### config.mk
export PLATFORM = sky130hd
export DESIGN_NAME = dp_ram_lat
export DESIGN_NICKNAME = d
export VERILOG_FILES = /design/src/rtl/dp_ram_lat_pkg.sv /design/src/rtl/dp_ram_lat_pipe.sv /design/src/rtl/dp_ram_lat.sv
export SDC_FILE = /design/constraint.sdc
export NUM_CORES = 1
export LEC_CHECK = 0
export BUFFER_PORTS_ARGS = -buffer_cell sky130_fd_sc_hd__buf_2
export CORE_MARGIN = 1.5
export CORE_UTILIZATION = 41
export CTS_CLUSTER_DIAMETER = 30
export DETAILED_ROUTE_END_ITERATION = 8
export SYNTH_ARGS = -nofsm -noshare
export SYNTH_HDL_FRONTEND = slang
export SYNTH_SLANG_ARGS = --single-unit
### constraint.sdc
create_clock -name i_clka -period 6.8 [get_ports i_clka]
set_input_delay 1.36 -clock i_clka [delete_from_list [all_inputs] [get_ports i_clka]]
set_output_delay 1.36 -clock i_clka [all_outputs]
set_load 0.02 [all_outputs]
### src/rtl/dp_ram_lat_pkg.sv
// Shared defaults and write-request layout for the latency-configurable dual-port RAM.
package dual_package;

  localparam int DATA_WIDTH    = 32;
  localparam int ADDRESS_DEPTH = 16;
  localparam int WRITE_LATENCY [2] = '{1, 1};
  localparam int READ_LATENCY  [2] = '{1, 1};

  typedef struct packed {
    logic                             valid;
    logic [$clog2(ADDRESS_DEPTH)-1:0] addr;
    logic [DATA_WIDTH-1:0]            data;
    logic [DATA_WIDTH/8-1:0]          be;
  } wr_req_t;

endpackage

### src/rtl/dp_ram_lat_pipe.sv
// Valid-tagged delay line; each stage loads data only behind a valid bit, so the
// last stage keeps the most recent valid payload. DEPTH=0 is a straight wire.
module lat_pipe #(
  parameter int WIDTH = 8,
  parameter int DEPTH = 1
) (
  input  logic             clk_i,
  input  logic             rstn_i,
  input  logic             valid_i,
  input  logic [WIDTH-1:0] data_i,
  output logic             valid_o,
  output logic [WIDTH-1:0] data_o
);

  generate
    if (DEPTH == 0) begin : g_bypass
      logic unused_pipe;
      assign unused_pipe = &{1'b0, clk_i, rstn_i};
      assign valid_o     = valid_i;
      assign data_o      = data_i;
    end else begin : g_stages
      logic             valid_q [DEPTH];
      logic [WIDTH-1:0] data_q  [DEPTH];

      always_ff @(posedge clk_i) begin
        if (!rstn_i) begin
          for (int k = 0; k < DEPTH; k++) begin
            valid_q[k] <= 1'b0;
            data_q[k]  <= '0;
          end
        end else begin
          valid_q[0] <= valid_i;
          if (valid_i) data_q[0] <= data_i;
          for (int k = 1; k < DEPTH; k++) begin
            valid_q[k] <= valid_q[k-1];
            if (valid_q[k-1]) data_q[k] <= data_q[k-1];
          end
        end
      end

      assign valid_o = valid_q[DEPTH-1];
      assign data_o  = data_q[DEPTH-1];
    end
  endgenerate

endmodule

### src/rtl/dp_ram_lat.sv
// True dual-port byte-writable RAM with independent per-port write and read latency,
// read-first behaviour and commit-edge write/write collision arbitration.
module dp_ram_lat #(
  parameter  int DATA_WIDTH    = dual_package::DATA_WIDTH,
  parameter  int ADDRESS_DEPTH = dual_package::ADDRESS_DEPTH,
  parameter  int WR_LAT_A      = dual_package::WRITE_LATENCY[0],
  parameter  int WR_LAT_B      = dual_package::WRITE_LATENCY[1],
  parameter  int RD_LAT_A      = dual_package::READ_LATENCY[0],
  parameter  int RD_LAT_B      = dual_package::READ_LATENCY[1],
  parameter  int COLL_MODE     = 0,
  localparam int AW            = $clog2(ADDRESS_DEPTH),
  localparam int BW            = DATA_WIDTH / 8
) (
  input  logic                  i_clka,
  input  logic                  i_rstn,
  input  logic                  i_en_a,
  input  logic                  i_en_b,
  input  logic                  i_we_a,
  input  logic                  i_we_b,
  input  logic [AW-1:0]         i_addr_a,
  input  logic [AW-1:0]         i_addr_b,
  input  logic [DATA_WIDTH-1:0] i_din_a,
  input  logic [DATA_WIDTH-1:0] i_din_b,
  input  logic [BW-1:0]         i_be_a,
  input  logic [BW-1:0]         i_be_b,
  output logic [DATA_WIDTH-1:0] o_dout_a,
  output logic [DATA_WIDTH-1:0] o_dout_b,
  output logic                  o_valid_a,
  output logic                  o_valid_b,
  output logic                  o_coll
);

  typedef struct packed {
    logic [AW-1:0]         addr;
    logic [DATA_WIDTH-1:0] data;
    logic [BW-1:0]         be;
  } wpay_t;

  logic [DATA_WIDTH-1:0] mem [ADDRESS_DEPTH];

  wpay_t wa_in, wb_in, wa_out, wb_out;
  logic  wa_v, wb_v, wa_c, wb_c, same_addr;
  logic  coll_q;

  assign wa_in = '{addr: i_addr_a, data: i_din_a, be: i_be_a};
  assign wb_in = '{addr: i_addr_b, data: i_din_b, be: i_be_b};

  // Commit happens at edge N+WR_LAT-1, so the delay line is one stage shorter
  lat_pipe #(.WIDTH($bits(wpay_t)), .DEPTH(WR_LAT_A - 1)) u_wr_a (
    .clk_i(i_clka), .rstn_i(i_rstn), .valid_i(i_en_a & i_we_a), .data_i(wa_in),
    .valid_o(wa_v), .data_o(wa_out)
  );

  lat_pipe #(.WIDTH($bits(wpay_t)), .DEPTH(WR_LAT_B - 1)) u_wr_b (
    .clk_i(i_clka), .rstn_i(i_rstn), .valid_i(i_en_b & i_we_b), .data_i(wb_in),
    .valid_o(wb_v), .data_o(wb_out)
  );

  // Array read feeds the first stage, so NBA commits on the same edge are not seen
  lat_pipe #(.WIDTH(DATA_WIDTH), .DEPTH(RD_LAT_A)) u_rd_a (
    .clk_i(i_clka), .rstn_i(i_rstn), .valid_i(i_en_a & ~i_we_a), .data_i(mem[i_addr_a]),
    .valid_o(o_valid_a), .data_o(o_dout_a)
  );

  lat_pipe #(.WIDTH(DATA_WIDTH), .DEPTH(RD_LAT_B)) u_rd_b (
    .clk_i(i_clka), .rstn_i(i_rstn), .valid_i(i_en_b & ~i_we_b), .data_i(mem[i_addr_b]),
    .valid_o(o_valid_b), .data_o(o_dout_b)
  );

  assign wa_c      = wa_v & i_rstn;
  assign wb_c      = wb_v & i_rstn;
  assign same_addr = (wa_out.addr == wb_out.addr);

  logic [BW-1:0] a_byte_we, b_byte_we;

  generate
    for (genvar gi = 0; gi < BW; gi++) begin : g_byte
      logic both;
      assign both          = wa_c & wb_c & same_addr & wa_out.be[gi] & wb_out.be[gi];
      assign a_byte_we[gi] = wa_c & wa_out.be[gi] & ~(both & (COLL_MODE != 0));
      assign b_byte_we[gi] = wb_c & wb_out.be[gi] & ~(both & (COLL_MODE == 0));
    end
  endgenerate

  always_ff @(posedge i_clka) begin
    for (int k = 0; k < BW; k++) begin
      if (a_byte_we[k]) mem[wa_out.addr][k*8 +: 8] <= wa_out.data[k*8 +: 8];
      if (b_byte_we[k]) mem[wb_out.addr][k*8 +: 8] <= wb_out.data[k*8 +: 8];
    end
  end

  always_ff @(posedge i_clka) begin
    if (!i_rstn) coll_q <= 1'b0;
    else         coll_q <= wa_v & wb_v & same_addr;
  end

  assign o_coll = coll_q;

endmodule

# [Yosys cells after proc, flatten, opt, wreduce, memory -nomap -nowiden]
# Memories as Yosys holds them, arrays and structs flattened.
# Index checks and enable logic that the tools add are counted.
[word_totals] ff_bits=1 memories=5 input_bits=86 wordCells=79 ramBits=578
[op_classes] n_eq_ne=1 mux=32 bitwise=36 n_reduce_logical=4
[mem_list] memory="mem" words=16 word_bits=32 read_ports=2 rd_clocked_by_memory_dff=0 write_ports=2 line_no="dp_ram_lat.sv:39" source="logic [DATA_WIDTH-1:0] mem [ADDRESS_DEPTH];"
[mem_list] memory="u_rd_a.g_stages.data_q" words=1 word_bits=32 read_ports=1 rd_clocked_by_memory_dff=0 write_ports=1 line_no="dp_ram_lat_pipe.sv:23" source="logic [WIDTH-1:0] data_q [DEPTH];"
[mem_list] memory="u_rd_b.g_stages.data_q" words=1 word_bits=32 read_ports=1 rd_clocked_by_memory_dff=0 write_ports=1 line_no="dp_ram_lat_pipe.sv:23"
[mem_list] memory="u_rd_a.g_stages.valid_q" words=1 word_bits=1 read_ports=1 rd_clocked_by_memory_dff=0 write_ports=1 line_no="dp_ram_lat_pipe.sv:22" source="logic valid_q [DEPTH];"
[mem_list] memory="u_rd_b.g_stages.valid_q" words=1 word_bits=1 read_ports=1 rd_clocked_by_memory_dff=0 write_ports=1 line_no="dp_ram_lat_pipe.sv:22"
[ops] operator="32-bit two-way mux" n=2
[ops] operator="32-bit OR reduction" n=2
[ops] operator="1-bit AND" n=30
[ops] operator="1-bit two-way mux" n=30
[ops] operator="1-bit inverter" n=6
[ops] operator="4-bit equality test" n=1
[ops] operator="1-bit OR reduction" n=2

# [Depth between registers and ports, before layout]
[logic_depth] word_depth=10 mapped_depth=9 depth_no_buf=5

# [By module]
# A second synthesis with hierarchy kept.
[unflattened] hier_cells=2149 area_unflattened_um2=34231.6
[by_module_without_submodules] module="dp_ram_lat" area_each_um2=31108.6 cells_per_inst=1921 instances=1 seq_area_each_um2=15394.8
[by_module_without_submodules] module="lat_pipe at u_rd_a ..." area_each_um2=1253.7 cells_per_inst=73 instances=2 seq_area_each_um2=980.9
[by_module_without_submodules] module="lat_pipe at u_wr_a ..." area_each_um2=307.8 cells_per_inst=41 instances=2 seq_area_each_um2=0.0

# [Least setup slack after synthesis]
# OpenSTA, ideal clock, no wires.
[synth_timing] path_kind="input to register" from="input port i_en_a" to="memory u_rd_a.g_stages.data_q[0][0] (netlist name), enable pin" required_ps=6334 arrival_ps=4010 setup_ps=466 slack_ps=2324 path_buffers=1 path_stages=3 path_cell_list="clkbuf_1 inv_1 o21ai_0"
[synth_between] elab_chain_cells=6
[synth_lines] item="start, declared" line_no="dp_ram_lat.sv:16" source="input logic i_en_a,"
[synth_lines] item="1-bit AND (*)" line_no="dp_ram_lat.sv:61" source=".clk_i(i_clka), .rstn_i(i_rstn), .valid_i(i_en_a & ~i_we_a), .data_i(mem[i_addr_a]),"
[synth_lines] item="1-bit two-way mux (*)" line_no="dp_ram_lat_pipe.sv:33" source="if (valid_i) data_q[0] <= data_i;"
[synth_lines] item="1-bit two-way mux (*)" line_no="dp_ram_lat_pipe.sv:26" source="if (!rstn_i) begin"
[synth_lines] item="1-bit two-way mux (not written as such) (*)" line_no="dp_ram_lat_pipe.sv:33"
[synth_lines] item="32-bit OR reduction (no line)"
[synth_lines] item="1-bit two-way mux (no line) (*)"
[synth_lines] item="end, declared" line_no="dp_ram_lat_pipe.sv:23"
# Mark *: on every way between the ends. The rest lies on a longest branch, timed or not.

==> reports/summary.log <==
qor: run_status.outcome completed
qor: hold_path.worst_hold_path_type reg2reg
qor: global_route.grt_antenna_before_repair 2
qor: worst_setup_path.r2r_end u_rd_b.g_stages.data_q[0][1]
qor: worst_setup_path.worstSetupPathType in2reg
qor: clock_tree.clkLatencyLatePin 720 ps
qor: route.drt-wirelength-per-cell 35.5 um
qor: global_route.grt_pass1_wl 171000 um
qor: hold_path.min_delay_path_depth 3
qor: clock_tree.clock_sink_total 579
qor: pwr.cellLeakagePower 0.0129 uW
qor: global_route.global_route.overflow_total 0
qor: synth.synth_area_leader_cell sky130_fd_sc_hd__edfxtp_1
qor: sta.timing.slew.headroom 1.90%
qor: cells_and_area.drive_above_1_share 40.0%
qor: floorplan.vertical_extent_of_the_die 286 um
qor: worst_setup_path.worstPathBufferInverterCount 2
qor: synth.ys_top_cells_by_area sky130_fd_sc_hd__edfxtp_1 (53%), sky130_fd_sc_hd__mux4_2 (18%), sky130_fd_sc_hd__a32o_1 (12%)
qor: worst_setup_path.cpPeakStageDelay 880 ps
qor: clock_tree.clock_transition_at_path_regs 50 ps
qor: clock_tree.ctsHtreeMaxLevel 4
qor: worst_setup_path.arrival 5140 ps
qor: route.firstDrtPassIters 8
qor: sta.timing.final.crit_period 4900 ps
qor: pwr.power_switching 2620 uW
qor: route.routed_wirelength 119000 um
qor: synth.synthesis.area 32700 sq um
qor: clock_tree.post-cts-setup-buffers 0
qor: pwr.p_int 8600 uW
qor: worst_setup_path.setup.worst_path.start_class input pin
qor: worst_setup_path.rrSetupSlack 5050 ps
qor: route.via_count 24600
qor: flow_run.cap_violations 0
qor: place.hpwlAfterDp 72500 um
qor: worst_setup_path.list_of_cells_traversed_by_the_critical_path buf_6 -> xnor2_1 -> nand4_4 -> buf_4 -> o311ai_2 -> o21ai_0
qor: route.detail_route.drc_violations 0
qor: worst_setup_path.worst_r2r_path_depth 3
qor: sta.fin_setup_tns 0 ps
qor: synth.yosysWarningCount 0
qor: global_route.grt_start_max_net_pins 113
qor: synth.synth_largest_type_area_fraction 52.8%
qor: route.drtAntennaViolNets 0
qor: cells_and_area.regArea 17400 sq um
qor: pwr.p_per_area 288 nW/um^2
qor: clock_tree.cts-resized-gates 0
qor: sta.final.setup_skew 26.0 ps
qor: floorplan.std_cell_rows 103
qor: hold_path.timing.hold.worst_endpoint u_rd_a.g_stages.data_q[0][24]
qor: pwr.swShare 23.3%
qor: synth.syn-mean-instance-area 15.7 sq um
qor: floorplan.ios 153
qor: clock_tree.ctsHoldBuffers 0
qor: sta.grt_setup_unrepaired false
qor: sta.finalCritPeriodShare 72.0%
qor: clock_tree.root_buffer sky130_fd_sc_hd__clkbuf_16
qor: floorplan.starting_density 41.4%
qor: cells_and_area.core_utilization_of_the_finished_layout 49.4%
qor: floorplan.core_area 79000 sq um
qor: synth.syn_inst 2089
qor: route.dr.first_iter.drc_count 3555
qor: cells_and_area.flow.area_growth_from_synthesis 19.1%
qor: worst_setup_path.crit-reg2reg-launch mem[2][1]
qor: place.port-buffer-count 152
qor: pwr.pwr-share-clk 57.1%
qor: sta.maxClockFrequency 204 MHz
qor: synth.synth_seq_area_share 53.0%
qor: place.routabilityCongestion 0.863
qor: global_route.gr-usage-all-layers 28.9%
qor: global_route.first_global_vias 24500
qor: clock_tree.number_of_cts_inserted_buffers 133
qor: floorplan.overall_die_area 81500 sq um
qor: pwr.seq_power_share 35.7%
qor: cells_and_area.fin_nets 2282
qor: cells_and_area.fill_cells 6568
qor: sta.finalSetupViolCount 0
qor: clock_tree.tritoncts built
qor: worst_setup_path.critical_path_peak_fanout 80
qor: hold_path.timing.hold.worst.start mem[10][24]
qor: sta.worstMarginPinSlew 1460 ps
qor: synth.synth_fp_nets 2175
qor: cells_and_area.area_of_combinational_cells_with_multiple_inputs 14300 sq um
qor: floorplan.horizontal_extent_of_the_die 286 um
qor: worst_setup_path.cp_data_required_time 7040 ps
qor: clock_tree.clock_path_buffers 3
qor: sta.number_of_hold_violations_in_the_final_report 0
qor: worst_setup_path.worst_setup_path_end_kind flop
qor: route.via_per_inst 7.32
qor: synth.ys_types 48
qor: worst_setup_path.timing.critical_path.slowest_stage_cell sky130_fd_sc_hd__o311ai_2
qor: sta.report.final.slew_viol_count 0
qor: pwr.power.share.combinational 7.2%
qor: synth.synth_seq_cells 579
qor: worst_setup_path.critical_path.top_delay_family compound AO/OA/AOI/OAI gates
qor: pwr.vdd_drop_max 0.182 mV
worst reg2reg max path, stage by stage, from the launching register on:
cell,delay [ps]
sky130_fd_sc_hd__edfxtp_1,410
sky130_fd_sc_hd__mux4_2,490
sky130_fd_sc_hd__a22oi_1,370
sky130_fd_sc_hd__nand2_1,180
worst max-delay path by stage:
stage | startpoint | endpoint | slack [ps] | depth (start not counted)
after floorplan | i_en_a | u_rd_a.g_stages.data_q[0][0] | 2320 | 3
after global placement | i_addr_b[1] | mem[0][11] | 1270 | 6
after detailed placement | i_addr_a[1] | mem[3][18] | 1270 | 6
after CTS | i_addr_a[1] | mem[3][23] | 1980 | 6
after global routing | i_addr_a[1] | mem[3][23] | 1750 | 6
final | i_addr_a[1] | mem[3][23] | 1900 | 6
layer usage:
metal  up-vias  global-route usage [%]  share of wire (%)
li1       9558                       -                  -
met4         0                    15.1                5.0
met5         -                       0                  0
met2      2052                    42.5                 45
met1     12600                    38.5                 37
met3       322                    8.80                 14
per-stage QoR:
step	area, sq um	worst slack [ps]	cells	power [uW]	hold slack (ps)
2_1_floorplan	32700	2320	2089	4610	731
3_3_place_gp	34500	1270	3107	4850	758
3_5_place_dp	34500	1270	3111	4870	774
4_1_cts	39000	1980	3353	11300	782
5_1_grt	39000	1750	3354	11500	809
6_report	39000	1900	3356	11200	778
synth_stat cells (all sizes together):
cell type,number
edfxtp,576
a32o,392
mux4,256
clkbuf,190
a22oi,127
mux2,120
o21ai,87
nand2,80
buf,78
o211ai,33
and2,32
nor3,26
nor2,22
nand3,8
o311ai,8
inv,7
nand4,7
and3,5
nand3b,4
o22ai,4
xnor2,4
dfxtp,3
nor2b,3
or3,3
nor3b,2
nor4,2
or2,2
or3b,2
and3b,1
clkinv,1
mux2i,1
nand2b,1
nand4b,1
nand4bb,1
state kept, by name, indices dropped and copies added, names as in the netlist:
name and flops:
u_rd_a.g_stages.valid_q 1, u_rd_b.g_stages.data_q 32, o_coll 1, u_rd_b.g_stages.valid_q 1
mem 512, u_rd_a.g_stages.data_q 32
kinds of logic after synthesis:
family,Yosys count,synth area share [%]
compound gates,651,18.3
xor+xnor,4,0.107
buf+inv,276,3.54
flops,579,53.0
mux,377,21.8
simple gates,202,3.21
power groups by stage:
| stage | Clock (uW) | Combinational, uW | Sequential [uW] |
|---|---|---|---|
| finish | 6400 | 808 | 4010 |
| detailed placement | 0 | 794 | 4070 |
| global placement | 0 | 781 | 4070 |
| CTS | 6440 | 798 | 4010 |
| global route | 6610 | 849 | 4010 |
| floorplan | 0 | 504 | 4100 |
layout by cell type (no fill, tap or decap), types with 8 or more instances in the layout:
master	instances
sky130_fd_sc_hd__edfxtp_1	576
sky130_fd_sc_hd__a32o_1	392
sky130_fd_sc_hd__mux4_2	256
sky130_fd_sc_hd__buf_2	148
sky130_fd_sc_hd__clkbuf_16	137
sky130_fd_sc_hd__a22oi_1	127
sky130_fd_sc_hd__mux2_2	120
sky130_fd_sc_hd__buf_4	87
sky130_fd_sc_hd__nand2_1	80
sky130_fd_sc_hd__o21ai_0	49
sky130_fd_sc_hd__o211ai_2	29
sky130_fd_sc_hd__and2_1	24
sky130_fd_sc_hd__nor3_1	23
sky130_fd_sc_hd__o21ai_2	22
sky130_fd_sc_hd__clkinv_2	18
sky130_fd_sc_hd__clkinv_1	17
sky130_fd_sc_hd__bufinv_16	16
sky130_fd_sc_hd__clkinvlp_4	16
sky130_fd_sc_hd__o21ai_1	14
sky130_fd_sc_hd__clkbuf_1	13
sky130_fd_sc_hd__clkinv_4	12
sky130_fd_sc_hd__nor2_2	8
sky130_fd_sc_hd__and2_0	8
sky130_fd_sc_hd__nor2_4	8
sky130_fd_sc_hd__inv_6	8
area by class of cell:
| cell class | instances | area share (%) |
|---|---|---|
| multi-input combinational | 1234 | 36.8 |
| inverter | 8 | 0.0770 |
| sequential | 579 | 44.5 |
| clock inverter | 92 | 2.60 |
| timing repair buffer | 240 | 3.74 |
| tap | 1050 | 3.37 |
| antenna | 3 | 0.0193 |
| clock buffer | 150 | 8.92 |
Power figures use the tool's default switching activity.
